[config.mk]
export PLATFORM = sky130hd
export DESIGN_NAME = config_shifter
export DESIGN_NICKNAME = d
export VERILOG_FILES = /design/src/rtl/config_shifter.sv
export SDC_FILE = /design/constraint.sdc
export NUM_CORES = 1
export LEC_CHECK = 0
export ABC_AREA = 1
export BUFFER_PORTS_ARGS = -buffer_cell sky130_fd_sc_hd__buf_2
export CORE_MARGIN = 2
export CORE_UTILIZATION = 44
export DETAILED_ROUTE_END_ITERATION = 8
export GPL_ROUTABILITY_DRIVEN = 0
export GPL_TIMING_DRIVEN = 0
export PLACE_DENSITY = 0.73
export SLEW_MARGIN = 10
export SYNTH_ARGS = -nofsm -noshare
export SYNTH_HDL_FRONTEND = slang
export SYNTH_SLANG_ARGS = --single-unit
[constraint.sdc]
create_clock -name SCLK -period 1 [get_ports SCLK]
set_input_delay 0.2 -clock SCLK [delete_from_list [all_inputs] [get_ports SCLK]]
set_output_delay 0.2 -clock SCLK [all_outputs]
set_load 0.005 [all_outputs]
[src/rtl/config_shifter.sv]
// Byte-to-serial bridge for the logic block configuration scan chain.
// Ports: SCLK/RESET; IN_VALID/IN_READY/IN_DATA byte in; OUT_VALID/
// OUT_READY/OUT_DATA readback out; SHIFT_HEAD/SHIFT_TAIL/SHIFT_ENABLE
// to the chain; BUSY high while shifting or holding a readback byte.
module config_shifter #(
  parameter int DIV = 1
) (
  input  logic       SCLK,
  input  logic       RESET,
  input  logic       IN_VALID,
  output logic       IN_READY,
  input  logic [7:0] IN_DATA,
  output logic       OUT_VALID,
  input  logic       OUT_READY,
  output logic [7:0] OUT_DATA,
  output logic       SHIFT_HEAD,
  input  logic       SHIFT_TAIL,
  output logic       SHIFT_ENABLE,
  output logic       BUSY
);

  localparam int DW = (DIV > 1) ? $clog2(DIV) : 1;
  localparam logic [DW-1:0] DLAST = DW'(DIV - 1);

  typedef enum logic [1:0] {
    IDLE,
    SHIFT,
    DONE
  } state_t;

  state_t         state;
  logic [7:0]     sreg;
  logic [2:0]     bit_cnt;
  logic [DW-1:0]  div_cnt;
  logic           tick;

  // One chain strobe at the end of each DIV-cycle bit window.
  assign tick = (state == SHIFT) && (div_cnt == DLAST);

  always_ff @(posedge SCLK) begin
    if (RESET) begin
      state   <= IDLE;
      sreg    <= 8'h00;
      bit_cnt <= 3'd0;
      div_cnt <= '0;
    end else begin
      case (state)
        IDLE: begin
          if (IN_VALID) begin
            sreg    <= IN_DATA;
            bit_cnt <= 3'd0;
            div_cnt <= '0;
            state   <= SHIFT;
          end
        end
        SHIFT: begin
          if (tick) begin
            // Tail bit is the pre-shift value the chain presents now.
            sreg    <= {SHIFT_TAIL, sreg[7:1]};
            bit_cnt <= bit_cnt + 3'd1;
            div_cnt <= '0;
            if (bit_cnt == 3'd7) begin
              state <= DONE;
            end
          end else begin
            div_cnt <= div_cnt + DW'(1);
          end
        end
        DONE: begin
          if (OUT_READY) begin
            state <= IDLE;
          end
        end
        default: state <= IDLE;
      endcase
    end
  end

  assign IN_READY     = (state == IDLE);
  assign BUSY         = (state != IDLE);
  assign OUT_VALID    = (state == DONE);
  assign OUT_DATA     = (state == DONE) ? sreg : 8'h00;
  assign SHIFT_HEAD   = (state == SHIFT) & sreg[0];
  assign SHIFT_ENABLE = tick;

endmodule

==> impl_metrics.toml <==
[logic_synthesis]
ys_types = 11
synth_fp_nets = 155
muxShareOfSynthArea_pct = 0
synthSimpleGateAreaFrac_pct = 47.1
synthesis.area_um2 = 832
synth_compound_area_share_pct = 1.80
avgSynthCellArea_um2 = 5.94
synth_xor_area_share_pct = 0
synth_warnings = 0
yosysSeqAreaShare_pct = 33.7
ys_seq_elements = 14
synth_top_family_by_area = "simple AND/OR/NAND/NOR gates"
synth_cells = 140
synthAdderAreaFrac_pct = 3.01

[die]
dieWidth_um = 47.5
ios = 26
rows = 15
die_height_um = 47.5
die_area_um2 = 2250
coreArea_um2 = 1750
start_util_pct = 47.7

[clock_network]
cts_buffers = 3
htreeDepth = 1
clk_latency_ps = 280
ctsHoldBuffers = 0
cts-root-buf = "clkbuf_4"
clkSinkCount = 14
cts_buffer_depth = 2
clk_pin_slew_ps = 90
cts_tree = "built"

[min_path]
min_to = "state[0]"
hold_class = "input port to flop"
worstHoldStart = "RESET"
min_path_cells = 2

[detailed_routing]
dr.pass1.iters = 4
routed_wl_um = 2510
drtIter0Drc = 19
drc = 0
via_count = 978
antenna_left = 0
post_drt_via_cell_ratio = 4.75
wl_per_cell_um = 12.2

[sta]
drv_slew = 0
period_share_pct = 139
hold_viol = 0
finClkSkew_ps = 1.94
finalSetupViolations = 27
tightest_slew_ps = 478
fmax_mhz = 719
layout_min_cycle_time_ps = 1390
slew_headroom_pct = 68.1
setup_ws_ps = -391
rsz0062_at_grt = "true"

[layout]
fill_cells = 144
n_antenna_cell = 0
layout-drive-gt1-share_pct = 43.6
mostFrequentLayoutCells = "31 x nand2_1, 23 x nor2_1, 23 x buf_2"
nets = 197
final_common_cell = "nand2_1"
finish.utilization_pct = 74.2
area_growth_pct = 55.6

[setup_path]
critPathMaxStageDelay_ps = 360
crit_arrival_ps = 1190
reg2reg_slack_ps = -260
path_buf_inv = 5
worstSetupEndpointType = "primary output"
timing.rr.end = "bit_cnt[1]"
cp.required_ps = 800
r2r_cells = 8
slowest_stage = "dfxtp_4"
cp-start-kind = "flop"
path_delay_family = "buffers and inverters"
crit_chain = "inv_2 > buf_6 > nor2_4 > buf_4 > buf_6 > buf_6"
r2r-start = "state[1]"
crit_fanout = 3
path_common_cell = "buf_6"
crit_type = "flop to primary output"

[grt]
grt_use_total_pct = 23.9
antenna_found_initial = 0
grt_pass1_vias = 811
grt_pass1_wl_um = 3610
overflow = 0
grt_max_degree = 11

[power]
intPower_mw = 1.03
total_power_mw = 1.50
p_clk_share_pct = 27.9
swShare_pct = 31.6
ir_drop_mv = 0.696
seqPwrFrac_pct = 42.4
powerDensity_nw_per_um2 = 1160
netSwitchingPower_mw = 0.473
power.leakage_nw = 0.669
comb_power_share_pct = 29.7

[outcome]
violations = "setup timing"
outcome = "finished with violations"

[place]
place_ws_ps = -178
detailed_place_hpwl_um = 1470
io_buffers = 25

[flow_run]
max-cap-violations = 0
==> sequential cells by signal, summed over array words and instances, names as in the netlist <==
signal / flops
bit_cnt: 3
div_cnt: 1
sreg: 8
state: 2
==> layer usage <==
metal	global-route usage, %	part of all wire (%)
met1	32.1	43
met2	37.8	49
met3	4.53	6.7
met4	10.0	0.56
met5	0	0
==> cells in the mapped netlist <==
library cell  instances  share of area [%]
nor2_4                2                2.7
nand3_1              22                 13
nor2_1               35                 16
a21oi_1               3                1.8
inv_1                21                9.5
buf_4                 3                2.7
dfxtp_1              14                 34
clkbuf_1              1               0.45
ha_1                  2                3.0
buf_2                 3                1.8
nand2_1              34                 15
==> power groups by stage <==
stage	Combinational, mW	Sequential (mW)	Clock, mW
5_1_grt	0.495	0.639	0.457
6_report	0.445	0.634	0.418
2_1_floorplan	0.234	0.644	0
3_5_place_dp	0.317	0.651	0
4_1_cts	0.393	0.633	0.421
3_3_place_gp	0.310	0.648	0
==> worst max-delay path by stage <==
stage / startpoint / endpoint / slack, ps / cells after the start
after floorplan: state[1] / OUT_DATA[0] / -30 / 5
after global placement: state[1] / OUT_DATA[7] / -180 / 6
after detailed placement: state[1] / OUT_DATA[6] / -180 / 6
after CTS: state[1] / OUT_DATA[6] / -380 / 6
after global routing: state[1] / OUT_DATA[4] / -440 / 6
final: state[1] / OUT_VALID / -390 / 6
==> kinds of logic (layout without fill, tap and decap cells) <==
group,Yosys count,in the layout
AOI/OAI and AO/OA,3,3
adders and majority gates,2,2
buffers and inverters,28,69
DFF,14,14
and+or+nand+nor,93,93
==> area by class of cell <==
| cell class | instances | area [um2] | area share [%] |
|---|---|---|---|
| flip-flops and latches | 14 | 289 | 22.3 |
| multi-input cells | 98 | 532 | 41.1 |
| clock buffers | 4 | 36.3 | 2.80 |
| well taps | 25 | 31.3 | 2.42 |
| repair buffers | 37 | 254 | 19.6 |
| plain buffers | 7 | 71.3 | 5.51 |
| inverters | 21 | 81.3 | 6.28 |
==> per-stage QoR <==
stage / cells / hold WS, ps / TNS [ps] / cell area (um2)
2_1_floorplan: 140 / 262 / -254 / 890
3_3_place_gp: 190 / 407 / -2090 / 1050
3_5_place_dp: 190 / 409 / -2370 / 1050
4_1_cts: 203 / 102 / -6640 / 1210
5_1_grt: 206 / 102 / -9210 / 1290
6_report: 206 / 119 / -7600 / 1290
==> timing repair <==
item	CTS	global route
pin swaps	4	13
resized for setup	20	17
setup buffers	8	2
setup endpoints to repair	24	27
gates cloned	1	1
(Power assumes the default switching activity.)
